--- config.mk ---
export PLATFORM = sky130hd
export DESIGN_NAME = riscv_exu_sched
export DESIGN_NICKNAME = d
export VERILOG_FILES = /design/src/rtl/riscv_pkg.sv /design/src/rtl/riscv_exu_sched_fifo.sv /design/src/rtl/riscv_exu_sched.sv
export SDC_FILE = /design/constraint.sdc
export NUM_CORES = 1
export LEC_CHECK = 0
export ABC_AREA = 0
export BUFFER_PORTS_ARGS = -buffer_cell sky130_fd_sc_hd__buf_2
export CORE_UTILIZATION = 51
export DETAILED_ROUTE_END_ITERATION = 6
export GPL_ROUTABILITY_DRIVEN = 1
export PLACE_DENSITY = 0.75
export SYNTH_ARGS = -nofsm -noshare
export SYNTH_HDL_FRONTEND = slang
export SYNTH_SLANG_ARGS = --single-unit
--- constraint.sdc ---
create_clock -name clock -period 16.6 [get_ports clock]
set_input_delay 4.15 -clock clock [delete_from_list [all_inputs] [get_ports clock]]
set_output_delay 4.15 -clock clock [all_outputs]
set_load 0.05 [all_outputs]
--- src/rtl/riscv_pkg.sv ---
// Shared types for the execution-unit scheduler.
//   op_t        : decoded RV32I operation
//   idu_t       : decoded instruction record handed from the IDU
//   exu_class_t : target execution unit
//   exu_class() : maps an op to its execution unit
//   writes_rd() : true when the instruction produces a register result
package riscv_pkg;

  typedef enum logic [5:0] {
    OP_LUI, OP_AUIPC, OP_JAL, OP_JALR,
    OP_BEQ, OP_BNE, OP_BLT, OP_BGE, OP_BLTU, OP_BGEU,
    OP_LB, OP_LH, OP_LW, OP_LBU, OP_LHU,
    OP_SB, OP_SH, OP_SW,
    OP_ADDI, OP_SLTI, OP_SLTIU, OP_XORI, OP_ORI, OP_ANDI, OP_SLLI, OP_SRLI, OP_SRAI,
    OP_ADD, OP_SUB, OP_SLL, OP_SLT, OP_SLTU, OP_XOR, OP_SRL, OP_SRA, OP_OR, OP_AND,
    OP_FENCE, OP_ECALL, OP_EBREAK, OP_ILLEGAL
  } op_t;

  typedef struct packed {
    logic [63:0] seq;
    logic [31:0] pc;
    op_t         op;
    logic [4:0]  rd;
    logic [4:0]  rs1;
    logic [4:0]  rs2;
    logic [31:0] imm;
  } idu_t;

  typedef enum logic [1:0] {EXU_ALU, EXU_CTL, EXU_LSU} exu_class_t;

  function automatic logic is_branch(op_t op);
    return (op == OP_BEQ) || (op == OP_BNE) || (op == OP_BLT) || (op == OP_BGE) ||
           (op == OP_BLTU) || (op == OP_BGEU);
  endfunction

  function automatic logic is_store(op_t op);
    return (op == OP_SB) || (op == OP_SH) || (op == OP_SW);
  endfunction

  function automatic exu_class_t exu_class(op_t op);
    case (op)
      OP_BEQ, OP_BNE, OP_BLT, OP_BGE, OP_BLTU, OP_BGEU, OP_JAL, OP_JALR,
      OP_FENCE, OP_ECALL, OP_EBREAK, OP_ILLEGAL:      return EXU_CTL;
      OP_LB, OP_LH, OP_LW, OP_LBU, OP_LHU,
      OP_SB, OP_SH, OP_SW:                            return EXU_LSU;
      default:                                        return EXU_ALU;
    endcase
  endfunction

  function automatic logic writes_rd(idu_t ins);
    return (ins.rd != 5'd0) && !is_branch(ins.op) && !is_store(ins.op) &&
           (ins.op != OP_FENCE);
  endfunction

endpackage

--- src/rtl/riscv_exu_sched_fifo.sv ---
// Instruction queue for the scheduler: QDEPTH-entry FIFO of idu_t with a
// whole-queue flush.
//   clock, reset        : clock, synchronous active-high reset
//   push, push_data     : enqueue request and payload (dropped while flush)
//   pop                 : dequeue the head entry (ignored while flush)
//   flush, flush_seq    : discard every entry; flush_seq used only for checking
//   head_data           : current head entry
//   count, empty, full  : occupancy
import riscv_pkg::*;

module riscv_exu_sched_fifo #(
  parameter int unsigned QDEPTH = 2
) (
  input  logic                          clock,
  input  logic                          reset,
  input  logic                          push,
  input  idu_t                          push_data,
  input  logic                          pop,
  input  logic                          flush,
  input  logic [63:0]                   flush_seq,
  output idu_t                          head_data,
  output logic [$clog2(QDEPTH):0]       count,
  output logic                          empty,
  output logic                          full
);

  localparam int unsigned PW = $clog2(QDEPTH);

  logic [PW-1:0] head_q, tail_q;
  logic [PW:0]   count_q;
  idu_t          mem_q [QDEPTH];
  logic          push_eff, pop_eff;

  assign empty     = (count_q == '0);
  assign full      = (count_q == (PW+1)'(QDEPTH));
  assign count     = count_q;
  assign head_data = mem_q[head_q];
  assign push_eff  = push & ~flush & ~full;
  assign pop_eff   = pop & ~flush & ~empty;

  // Pointers wrap naturally since QDEPTH is a power of two.
  always_ff @(posedge clock) begin
    if (reset || flush) begin
      head_q  <= '0;
      tail_q  <= '0;
      count_q <= '0;
    end else begin
      if (push_eff) tail_q <= tail_q + PW'(1);
      if (pop_eff)  head_q <= head_q + PW'(1);
      count_q <= count_q + (PW+1)'(push_eff) - (PW+1)'(pop_eff);
    end
  end

  always_ff @(posedge clock) begin
    if (!reset && push_eff) mem_q[tail_q] <= push_data;
  end

  // Everything thrown away by a flush must be younger than the redirect.
  for (genvar g = 0; g < QDEPTH; g++) begin : g_flush_chk
    logic [PW-1:0] offs;
    assign offs = PW'(g) - head_q;
    always_ff @(posedge clock) begin
      if (!reset && flush && ({1'b0, offs} < count_q)) assert (mem_q[g].seq >= flush_seq);
    end
  end

  always_ff @(posedge clock) begin
    if (!reset && flush && push) assert (push_data.seq >= flush_seq);
  end

endmodule

--- src/rtl/riscv_exu_sched.sv ---
// In-order issue scheduler between the IDU and the ALU/CTL/LSU units.
//   clock, reset             : clock, synchronous active-high reset
//   idu_vld, idu, idu_rdy    : decoded instruction handshake into the queue
//   issue_idu                : instruction being issued (shared by all units)
//   alu_vld/ctl_vld/lsu_vld  : one-cycle issue pulses
//   alu_done/ctl_done/lsu_done : unit completion, clears the unit busy flag
//   wb_en, wb_rd             : register write-back, clears the scoreboard bit
//   flush, flush_seq         : redirect from CTL, empties the queue
//   stall_cycles             : saturating count of non-empty, non-issuing cycles
import riscv_pkg::*;

module riscv_exu_sched #(
  parameter int unsigned QDEPTH      = 2,
  parameter int unsigned STALL_CNT_W = 32
) (
  input  logic                   clock,
  input  logic                   reset,
  input  logic                   idu_vld,
  input  idu_t                   idu,
  output logic                   idu_rdy,
  output idu_t                   issue_idu,
  output logic                   alu_vld,
  output logic                   ctl_vld,
  output logic                   lsu_vld,
  input  logic                   alu_done,
  input  logic                   ctl_done,
  input  logic                   lsu_done,
  input  logic                   wb_en,
  input  logic [4:0]             wb_rd,
  input  logic                   flush,
  input  logic [63:0]            flush_seq,
  output logic [STALL_CNT_W-1:0] stall_cycles
);

  localparam int unsigned PW = $clog2(QDEPTH);

  idu_t                   head;
  logic [PW:0]            q_count;
  logic                   q_empty, q_full, enq, issue;
  exu_class_t             cls;
  logic                   wr, hazard, unit_free;
  logic                   alu_free, ctl_free, lsu_free;

  logic [31:0]            sb_q, sb_d;
  logic                   alu_busy_q, ctl_busy_q, lsu_busy_q;
  logic                   alu_busy_d, ctl_busy_d, lsu_busy_d;
  logic                   alu_vld_q, ctl_vld_q, lsu_vld_q;
  idu_t                   issue_idu_q;
  logic [STALL_CNT_W-1:0] stall_q, stall_d;

  assign idu_rdy = ~reset & ~q_full;
  assign enq     = idu_vld & idu_rdy;

  riscv_exu_sched_fifo #(
    .QDEPTH (QDEPTH)
  ) u_fifo (
    .clock     (clock),
    .reset     (reset),
    .push      (enq),
    .push_data (idu),
    .pop       (issue),
    .flush     (flush),
    .flush_seq (flush_seq),
    .head_data (head),
    .count     (q_count),
    .empty     (q_empty),
    .full      (q_full)
  );

  always_comb begin
    cls = exu_class(head.op);
    wr  = writes_rd(head);
    // A done in the decision cycle frees the unit for this decision.
    alu_free = ~alu_busy_q | alu_done;
    ctl_free = ~ctl_busy_q | ctl_done;
    lsu_free = ~lsu_busy_q | lsu_done;
    unit_free = 1'b0;
    case (cls)
      EXU_ALU: unit_free = alu_free;
      EXU_CTL: unit_free = ctl_free;
      EXU_LSU: unit_free = lsu_free;
      default: unit_free = 1'b0;
    endcase
    // x0 is never set in the scoreboard, so its bit reads as clear.
    hazard = sb_q[head.rs1] | sb_q[head.rs2] | (wr & sb_q[head.rd]);
    // ctl_free is the barrier: nothing issues while a control op is in flight.
    issue  = ~q_empty & ~flush & unit_free & ctl_free & ~hazard;
  end

  always_comb begin
    sb_d = sb_q;
    if (wb_en && (wb_rd != 5'd0)) sb_d[wb_rd] = 1'b0;
    if (issue && wr)              sb_d[head.rd] = 1'b1;  // set wins over clear
    alu_busy_d = (alu_busy_q & ~alu_done) | (issue & (cls == EXU_ALU));
    ctl_busy_d = (ctl_busy_q & ~ctl_done) | (issue & (cls == EXU_CTL));
    lsu_busy_d = (lsu_busy_q & ~lsu_done) | (issue & (cls == EXU_LSU));
    stall_d = stall_q;
    if (!q_empty && !issue && !(&stall_q)) stall_d = stall_q + STALL_CNT_W'(1);
  end

  always_ff @(posedge clock) begin
    if (reset) begin
      sb_q        <= '0;
      alu_busy_q  <= 1'b0;
      ctl_busy_q  <= 1'b0;
      lsu_busy_q  <= 1'b0;
      alu_vld_q   <= 1'b0;
      ctl_vld_q   <= 1'b0;
      lsu_vld_q   <= 1'b0;
      issue_idu_q <= '0;
      stall_q     <= '0;
    end else begin
      sb_q       <= sb_d;
      alu_busy_q <= alu_busy_d;
      ctl_busy_q <= ctl_busy_d;
      lsu_busy_q <= lsu_busy_d;
      alu_vld_q  <= issue & (cls == EXU_ALU);
      ctl_vld_q  <= issue & (cls == EXU_CTL);
      lsu_vld_q  <= issue & (cls == EXU_LSU);
      if (issue) issue_idu_q <= head;
      stall_q    <= stall_d;
    end
  end

  assign alu_vld      = alu_vld_q;
  assign ctl_vld      = ctl_vld_q;
  assign lsu_vld      = lsu_vld_q;
  assign issue_idu    = issue_idu_q;
  assign stall_cycles = stall_q;

endmodule

==> Word level (Yosys, flattened, before mapping) <==
Memory sizes are Yosys's and may differ from the RTL's. A register that Yosys moved wholly into a read port is not among the register bits.
Index checks and enable logic that the tools add are counted.
{ "totals": {"word_cells": 129, "mem_count": 2, "romBits": 128, "ramBits": 298, "in_bits": 226, "output_inout_bits": 185, "ff_bits": 223} }
{ "memory_table": {"columns": ["name", "depth", "width", "rd", "rd_ports_with_merged_regs", "write_ports", "line_no", "rtl"], "rows": [
  ["u_fifo.mem_q", 2, 149, 1, 1, 1, "riscv_exu_sched_fifo.sv:31", "idu_t mem_q [QDEPTH];"],
  ["(name not given)", 64, 2, 1, 0, 0, "riscv_pkg.sv:41", "case (op)"]
]} }
{ "op_classes": {"addsub": 5, "eq_ne": 13, "reduce_logical": 29, "magnitude_cmp": 6, "n_bitwise": 39, "muxes": 17} }
{ "ops": {"columns": ["operator", "n"], "rows": [
  ["32-bit 2-to-1 mux", 2],
  ["32-bit by 1-bit adder with 32-bit output (second input constant)", 1],
  ["32-bit bitwise AND", 1],
  ["32-bit NOT", 1],
  ["32-bit OR", 1],
  ["32-bit AND reduction", 1],
  ["6-bit by 3-bit == test with 1-bit output (second input constant)", 4],
  ["5-bit by 6-bit < comparator with 1-bit output (second input constant)", 4],
  ["6-bit by 4-bit == test with 1-bit output (second input constant)", 3],
  ["1-bit bitwise AND", 17],
  ["1-bit binary-select mux with 5-bit select", 3],
  ["6-bit by 5-bit == test with 1-bit output (second input constant)", 2],
  ["1-bit NOT", 11],
  ["1-bit demux with 5-bit select", 2],
  ["5-bit by 1-bit >= comparator with 1-bit output (second input constant)", 2],
  ["1-bit logical AND", 10],
  ["5-bit nonzero test", 2],
  ["1-bit 2-to-1 mux", 9],
  ["1-bit logical OR", 8],
  ["1-bit OR", 8],
  ["1-bit logical NOT", 6],
  ["6-bit != test (second input constant)", 1],
  ["2-bit == test (second input constant)", 2],
  ["2-bit logical NOT", 2],
  ["other kinds (5)", 6]
]} }

==> Depth between registers and ports, before layout <==
Gate-level depths: netlist (run 1).
{ "logic_depth": {"ltp_word": 18, "ltp_mapped": 21, "ltp_nobuf": 14} }

==> Modules after synthesis <==
From an unflattened synthesis (run 1), not the netlist that was laid out.
{ "hier_totals": {"hier_cells": 1472, "area_unflattened_um2": 21151.5} }
{ "modules_own_cells": {"columns": ["module", "area_per_inst_um2", "instances", "seq_area_each_um2", "cells_per_inst"], "rows": [
  ["riscv_exu_sched_fifo", 11424.7, 1, 9048.7, 492],
  ["riscv_exu_sched", 9726.8, 1, 4384.2, 980]
]} }

==> Worst setup path before layout (run 1) <==
Ideal clock, no wire load.
{ "synth_timing": {"path_kind": "input to register", "start": "input reset", "end": "memory u_fifo.mem_q[0][0] in the netlist's numbering (enable)", "required_ns": 15.923, "arrival_time_ns": 11.298, "slack_ns": 4.624, "cell_stages": 5, "cell_sequence": "clkbuf_1 > nor2_1 > nand2_1 > a21oi_1 > nor2b_1"} }
{ "synth_via": {"elab_chain_len": 8, "word_cells_on_any_way": 9, "classes_between": "2 x mux; 5 x bitwise; 2 x reduce/logical"} }
{ "synth_lines": {"columns": ["item", "line_no", "rtl"], "rows": [
  ["from (decl)", "riscv_exu_sched.sv:17", "input logic reset,"],
  ["1-bit NOT", "riscv_exu_sched.sv:51", "assign idu_rdy = ~reset & ~q_full;"],
  ["1-bit bitwise AND", "riscv_exu_sched.sv:51", null],
  ["1-bit bitwise AND", "riscv_exu_sched.sv:52", "assign enq = idu_vld & idu_rdy;"],
  ["1-bit bitwise AND (2 in a row)", "riscv_exu_sched_fifo.sv:38", "assign push_eff = push & ~flush & ~full;"],
  ["via u_fifo.push_eff", "riscv_exu_sched_fifo.sv:32", "logic push_eff, pop_eff;"],
  ["1-bit logical AND", "riscv_exu_sched_fifo.sv:55", "if (!reset && push_eff) mem_q[tail_q] <= push_data;"],
  ["1-bit 2-to-1 mux", "riscv_exu_sched_fifo.sv:55", null],
  ["1-bit 2-to-1 mux (implied by the code)", "riscv_exu_sched_fifo.sv:55", null],
  ["to (decl)", "riscv_exu_sched_fifo.sv:31", null]
]} }
The timed path passes the listed nets, and every way through them passes these cells.

==> Worst setup path after layout (run 1) <==
{ "layout_timing": {"start": "input reset", "end": "output idu_rdy"} }
{ "layout_via": {"elab_chain_len": 2} }
{ "layout_lines": {"columns": ["item", "line_no", "rtl"], "rows": [
  ["1-bit NOT", "riscv_exu_sched.sv:51", null],
  ["1-bit bitwise AND", "riscv_exu_sched.sv:51", null],
  ["to (decl)", "riscv_exu_sched.sv:20", "output logic idu_rdy,"]
]} }
Every way passes these cells.

==> metrics.log, run 1 <==
[metrics] outcome: finished, final reports clean
[metrics] total number of vias: approximately 15000
[metrics] Layout Skew: 0.0229 ns
[metrics] Final Hold Violating Endpoints: 0
[metrics] setup slack on the worst flop-to-flop path: approximately 10 ns
[metrics] worst-case setup slack after placement: approximately 7.3 ns
[metrics] clock period minus final worst setup slack: about 9.3 ns
[metrics] Die Outline Area: about 0.042 mm²
[metrics] DRC violation total after the first TritonRoute iteration: approximately 1100
[metrics] area share of the largest cell type after synthesis: between 40% and 50%
[metrics] final count of pins violating max slew: 0
[metrics] list of cells traversed by the critical path: buf_6 > a21oi_1 > buf_2
[metrics] Setup crit start kind: input port
[metrics] final antenna-violating net count: 0
[metrics] maximum single-stage delay on the critical path: 0.52 ns
[metrics] maximum number of pins on one net before global-route repair: between 200 and 250
[metrics] Crit path required time: between 10 and 15 ns
[metrics] top cells by instance count after synthesis: edfxtp_1 (298), dfxtp_1 (224), nor2_1 (207)
[metrics] wire length of the first global-routing pass: 77.8 mm
[metrics] worst hold path stage count: 2
[metrics] quantity of hold-fixing buffers added after cts: 0
[metrics] number of nets in the synthesized netlist: ~1900
[metrics] CTS Root Cell: clkbuf_16
[metrics] overall power: approximately 2.7 mW
[metrics] number of ports placed on the die boundary: ~410
[metrics] total congestion overflow: 0
[metrics] cell area reported after detailed placement: 0.0228 mm²
[metrics] worst min-delay path class: register to register
[metrics] number of distinct library cells after synthesis: 73
[metrics] EDFF count, synth: 298
[metrics] clock net sink count: about 520
[metrics] register clock-pin slew on the reported worst setup and hold paths: 0.06 ns
[metrics] Period Utilization, post-route: between 50 and 60%
[metrics] endpoint type of the worst setup path: output pin
[metrics] horizontal die dimension: around 200 µm
[metrics] Synth Cell Area: 0.0208 mm²
[metrics] main flop type after synthesis: edfxtp_1
[metrics] number of warnings reported in the yosys synthesis log: 0
[metrics] post-synthesis area per instance: around 12 µm²
[metrics] clock tree from TritonCTS: built
[metrics] residual DRC count: 0
[metrics] Post-CTS Setup Repair Bufs: 0
[metrics] normalized max-slew margin: between 20 and 25%
[metrics] clock latency reported for the late side of the worst-skew pair: 0.60 ns
[metrics] worst-case clock buffer depth: 3
[metrics] net count reported at finish: ~2200
[metrics] post-route cell area: 0.0246 mm²
[metrics] Placer Congestion: between 0.9 and 1
[metrics] arrival time worst endpoint: between 5 and 6 ns
[metrics] wire length reported by the detailed router: 51.1 mm
[metrics] worst voltage drop across the vdd grid: 0.0000933 V
[metrics] total stage count of the critical path: 3
[metrics] final-layout worst hold slack: 0.478 ns
[metrics] Std-Cell Rows: 73
[metrics] biggest area contributors in the synthesized netlist: edfxtp_1 (43%), dfxtp_1 (22%), mux2i_1 (7.1%), a211oi_1 (5.6%), nor2_1 (3.7%)
[metrics] Overall Global Routing Usage: around a quarter
[metrics] number of global-route vias before repair: approximately 14000
[metrics] Inserted Clock Buffers: 54
[metrics] Cell Count, Final, Fillers Out: around 2600
[metrics] dominant cell by count in the synthesized netlist: edfxtp_1
[metrics] Setup WS post-layout: between 7 and 8 ns
[metrics] Hold Path Origin: ctl_busy_q$_SDFF_PP0_
[metrics] largest area contributor in the netlist: edfxtp_1
[metrics] total of flip-flops plus latches after synthesis: roughly 520
[metrics] Crit path buffers/inverters: 2
[metrics] core box area: about 0.040 mm²
[metrics] P per Cell Area: between 100 and 150 mW/mm²
[metrics] Highest Clock Rate: approximately 110 MHz
[metrics] worst r2r dst: u_fifo.count[1]$_SDFF_PP0_
[metrics] critical path start-end classification: input port to output pin
[metrics] fraction of final layout cells sized beyond drive strength 1: 23.3%
[metrics] critical path fanouts, max: 95
[metrics] endpoint of the worst hold-timing path: ctl_busy_q$_SDFF_PP0_
[metrics] final sum of negative setup slack: 0 ns
[metrics] DR vias/cell: around 5.7
[metrics] die span in y: around 200 µm
[metrics] share of flip-flops with an asynchronous set or reset: 0%
[metrics] number of cell instances on the worst register-to-register path: 15
[metrics] number of I/O port buffers: about 350
[metrics] Cells after Synth: 1669
[metrics] fin util: a little over 60%
[metrics] final setup vio count: 0
[metrics] post-detailed-placement half-perimeter wirelength: between 30 and 40 mm
[metrics] worst-path cell with the longest stage delay: buf_6
[metrics] share of synthesized area occupied by flip-flops and latches: approximately 64%
[metrics] leakage power summed over all cells: 8.65 nW
[metrics] top cell family by delay on the critical path: buffers and inverters
[metrics] Tightest Pin Transition: between 1 and 1.5 ns
[metrics] total placed cells including tap cells: 2449
[metrics] First-pass DRT Iterations: 5
[metrics] initial antenna violation count: 12
[metrics] setup repair after global routing missed its margin: no
[metrics] effective utilization at floorplan: ~52%
[metrics] cells resized by post-CTS repair: 0
[metrics] final routed wire length divided by cell count: 20.0 µm
[metrics] depth of the CTS H-tree: 2
[metrics] number of max-capacitance violations reported: 0
[metrics] area growth from synthesis to layout: 17.9%
-- how the worst max path moves through the flow --
stage / startpoint / endpoint / slack, ns
after CTS: reset / idu_rdy / 7.34
final: reset / idu_rdy / 7.32
after global routing: reset / idu_rdy / 7.26
after global placement: reset / idu_rdy / 7.33
after floorplan: reset / u_fifo.mem_q[0][0]$_DFFE_PP_ / 4.62
after detailed placement: reset / idu_rdy / 7.33
-- flip-flops by register name (all words and copies together), names as in the netlist, named ones only --
| register | flops |
|---|---|
| alu_busy_q | 1 |
| alu_vld | 1 |
| ctl_busy_q | 1 |
| ctl_vld | 1 |
| issue_idu | 149 |
| lsu_busy_q | 1 |
| lsu_vld | 1 |
| sb_q | 32 |
| stall_cycles | 32 |
| u_fifo.count | 2 |
| u_fifo.head_q | 1 |
| u_fifo.mem_q | 298 |
| u_fifo.tail_q | 1 |
-- cell type report --
cell class                 count  area, µm²
fill                        3219      15400
sequential                   522      13400
multi-input combinational   1012       6760
timing repair buffer         359       1850
clock buffer                  76       1520
tap                          525        657
clock inverter                26        211
inverter                      31        116
antenna                        7       17.5
-- tightest hold or removal path, delay by kind of cell (launching register included) --
| family | cells | cell delay, ns |
|---|---|---|
| flops | 1 | 0.29 |
| simple gates | 1 | 0.08 |
| compound gates | 1 | 0.06 |
-- layer usage --
layer  vias to the layer above  global-route usage [%]  wire, µm
li1                       6957                       -         -
met5                         -                       0        66
met1                      7018                    29.2     20100
met2                       547                    39.9     25100
met4                        10                    11.0      1790
met3                       115                    6.36      4030
-- cell families (layout without fill, tap and decap cells) --
family,Yosys count,count (layout),synth area share [%]
XOR/XNOR,4,4,0.168
flip-flops,522,522,64.5
other,0,7,0
AND/OR/NAND/NOR,458,458,11.1
buffers and inverters,135,492,3.12
adder cells (fa/ha/maj),4,4,0.240
multiplexers,177,177,8.92
AO/OA/AOI/OAI,369,369,11.9
-- where the power goes --
group / internal (mW) / switching [mW]
Clock: 0.671 / 0.492
Combinational: 0.0329 / 0.0653
Sequential: 1.38 / 0.00701
-- placed cells by master (no fill, tap or decap), types with 5 or more instances in the layout --
cell type and instances:
mux2i_1 147, a31oi_1 7, nand2_1 48, nor2b_1 45, mux2i_2 6, o21ai_0 35
a2111oi_0 5, nand2b_1 19, or4_1 13, o22ai_1 20, nor2_1 207, o21ai_1 26
a21oi_1 61, clkinv_2 11, and3_1 9, buf_2 345, clkbuf_1 15, clkbuf_8 6
o211ai_1 7, inv_1 30, clkinv_1 7, nand3b_1 17, o31ai_1 17, or3_1 5
diode_2 7, nor3b_1 7, nand4_1 10, clkbuf_16 55, o32ai_1 8, mux2_1 16
mux2_2 5, a211oi_1 156, nand3_1 21, dfxtp_1 223, buf_4 12, nor3_1 24
edfxtp_1 298
No activity file was read; power rests on OpenSTA's default activity.
==> run 2, diff against run 1 <==
--- a/config.mk
+++ b/config.mk
@@ -7,10 +7,10 @@
 export LEC_CHECK = 0
 export ABC_AREA = 0
 export BUFFER_PORTS_ARGS = -buffer_cell sky130_fd_sc_hd__buf_2
-export CORE_UTILIZATION = 51
+export CORE_UTILIZATION = 50
 export DETAILED_ROUTE_END_ITERATION = 6
 export GPL_ROUTABILITY_DRIVEN = 1
-export PLACE_DENSITY = 0.75
+export PLACE_DENSITY = 0.76
 export SYNTH_ARGS = -nofsm -noshare
 export SYNTH_HDL_FRONTEND = slang
 export SYNTH_SLANG_ARGS = --single-unit
==> constraint.sdc (replaced) <==
create_clock -name clock -period 8.1 [get_ports clock]
set_input_delay 2.025 -clock clock [delete_from_list [all_inputs] [get_ports clock]]
set_output_delay 2.025 -clock clock [all_outputs]
set_load 0.05 [all_outputs]
==> metrics.log, run 2 (synthesis results as in run 1) <==
[metrics] DRC violation total after the first TritonRoute iteration: 1300
[metrics] Die Outline Area: 0.0425 mm²
[metrics] worst-case clock buffer depth: 3
[metrics] number of global-route vias before repair: 14200
[metrics] Placer Congestion: 0.974
[metrics] Final Hold Violating Endpoints: 0
[metrics] area growth from synthesis to layout: 18.7%
[metrics] wire length of the first global-routing pass: between 70 and 80 mm
[metrics] Crit path required time: around 8.6 ns
[metrics] maximum number of pins on one net before global-route repair: around 180
[metrics] Largest register FFs: 298
[metrics] First-pass DRT Iterations: 6
[metrics] post-route cell area: roughly 0.025 mm²
[metrics] fraction of final layout cells sized beyond drive strength 1: between 20% and 30%
[metrics] endpoint type of the worst setup path: register
[metrics] CTS Root Cell: clkbuf_16
[metrics] critical path start-end classification: register to register
[metrics] core box area: 0.0409 mm²
[metrics] P per Cell Area: between 200 and 250 mW/mm²
[metrics] leakage power summed over all cells: 8.69 nW
[metrics] clock period minus final worst setup slack: roughly 5.6 ns
[metrics] worst min-delay path class: register to register
[metrics] Post-CTS Setup Repair Bufs: 0
[metrics] Inserted Clock Buffers: 53
[metrics] overall power: roughly 5.6 mW
[metrics] setup slack on the worst flop-to-flop path: about 2.5 ns
[metrics] cell area reported after detailed placement: 0.0228 mm²
[metrics] largest reg by FF count: u_fifo.mem_q
[metrics] post-detailed-placement half-perimeter wirelength: between 30 and 40 mm
[metrics] Layout Skew: between 0.02 and 0.025 ns
[metrics] horizontal die dimension: 206 µm
[metrics] Period Utilization, post-route: between 60% and 70%
[metrics] register clock-pin slew on the reported worst setup and hold paths: ~0.060 ns
[metrics] outcome: finished, final reports clean
[metrics] final count of pins violating max slew: 0
[metrics] DR vias/cell: roughly 5.8
[metrics] effective utilization at floorplan: 50.9%
[metrics] clock latency reported for the late side of the worst-skew pair: about 0.61 ns
[metrics] Tightest Pin Transition: 1.15 ns
[metrics] worst voltage drop across the vdd grid: between 0.0002 and 0.00025 V
[metrics] residual DRC count: 0
[metrics] Std-Cell Rows: 74
[metrics] normalized max-slew margin: between 20% and 30%
[metrics] Setup crit start kind: register
[metrics] cells resized by post-CTS repair: 0
[metrics] most common cell after layout, fill and taps aside: buf_2
[metrics] wire length reported by the detailed router: between 50 and 60 mm
[metrics] clock tree from TritonCTS: built
[metrics] fin util: about three fifths
[metrics] initial antenna violation count: 14
[metrics] number of I/O port buffers: between 300 and 400
[metrics] final antenna-violating net count: 0
[metrics] final routed wire length divided by cell count: 20.1 µm
[metrics] final setup vio count: 0
[metrics] die span in y: between 200 and 250 µm
[metrics] Highest Clock Rate: between 150 and 200 MHz
[metrics] arrival time worst endpoint: 6.08 ns
[metrics] final sum of negative setup slack: 0 ns
[metrics] setup repair after global routing missed its margin: no
[metrics] total number of vias: between 10000 and 15000
[metrics] net count reported at finish: approximately 2200
[metrics] critical path fanouts, max: approximately 110
[metrics] clock net sink count: 522
[metrics] quantity of hold-fixing buffers added after cts: 0
[metrics] number of ports placed on the die boundary: ~400
[metrics] total congestion overflow: 0
[metrics] leading cell types in the layout, fill and taps excluded: buf_2 (345), edfxtp_1 (298), dfxtp_1 (223), nor2_1 (207), a211oi_1 (156)
[metrics] depth of the CTS H-tree: 2
[metrics] number of max-capacitance violations reported: 0
[metrics] Overall Global Routing Usage: 23.4%
## run 2: layer usage
metal  track usage, %  part of all wire [%]  up-vias
met5                0                  0.18        -
met4             11.1                   3.6       14
met3             6.37                   9.0      136
met2             37.4                    47      693
met1             29.5                    40     7149
li1                 -                     -     6945
## run 2: path summary, 6_finish.rpt
check                   startpoint  depth (start not counted)                            to
max                       register                         10  stall_cycles[7]$_SDFFE_PP0P_
min reg2reg  lsu_busy_q$_SDFF_PP0_                          2         lsu_busy_q$_SDFF_PP0_
max reg2reg               register                         10  stall_cycles[7]$_SDFFE_PP0P_
min          lsu_busy_q$_SDFF_PP0_                          2         lsu_busy_q$_SDFF_PP0_
## run 2: where the power goes
part | switching, mW | internal (mW)
combinational | 0.136 | 0.0676
clock | 1.03 | 1.52
sequential | 0.0145 | 2.84
total | 1.18 | 4.43
## run 2: worst max-delay path, cell delays in order, from the launching register on
cell and delay (ns):
dfxtp_4 0.85, buf_4 0.59, mux2_2 0.44, or4_1 0.54, a21oi_1 0.24, o21ai_1 0.28, nand2_1 0.18, and4bb_4 0.78
buf_4 0.90, nor3_1 0.18, mux2_1 0.36
## run 2: stage by stage
stage                     worst slack (ns)  hold slack, ns  std cells
after floorplan                       1.13           0.455       1669
after global placement                2.46           0.468       2456
after detailed placement              2.45           0.478       2456
after CTS                             2.54           0.487       2556
after global routing                  2.19           0.505       2560
final                                 2.50           0.491       2570
## run 2: layout make-up
type                       count  area (µm²)
antenna                       14        35.0
clock buffer                  70        1450
clock inverter                30         390
fill                        3195       16200
inverter                      31         116
multi-input combinational   1012        6760
sequential                   522       13400
tap                          532         666
timing repair buffer         359        1860
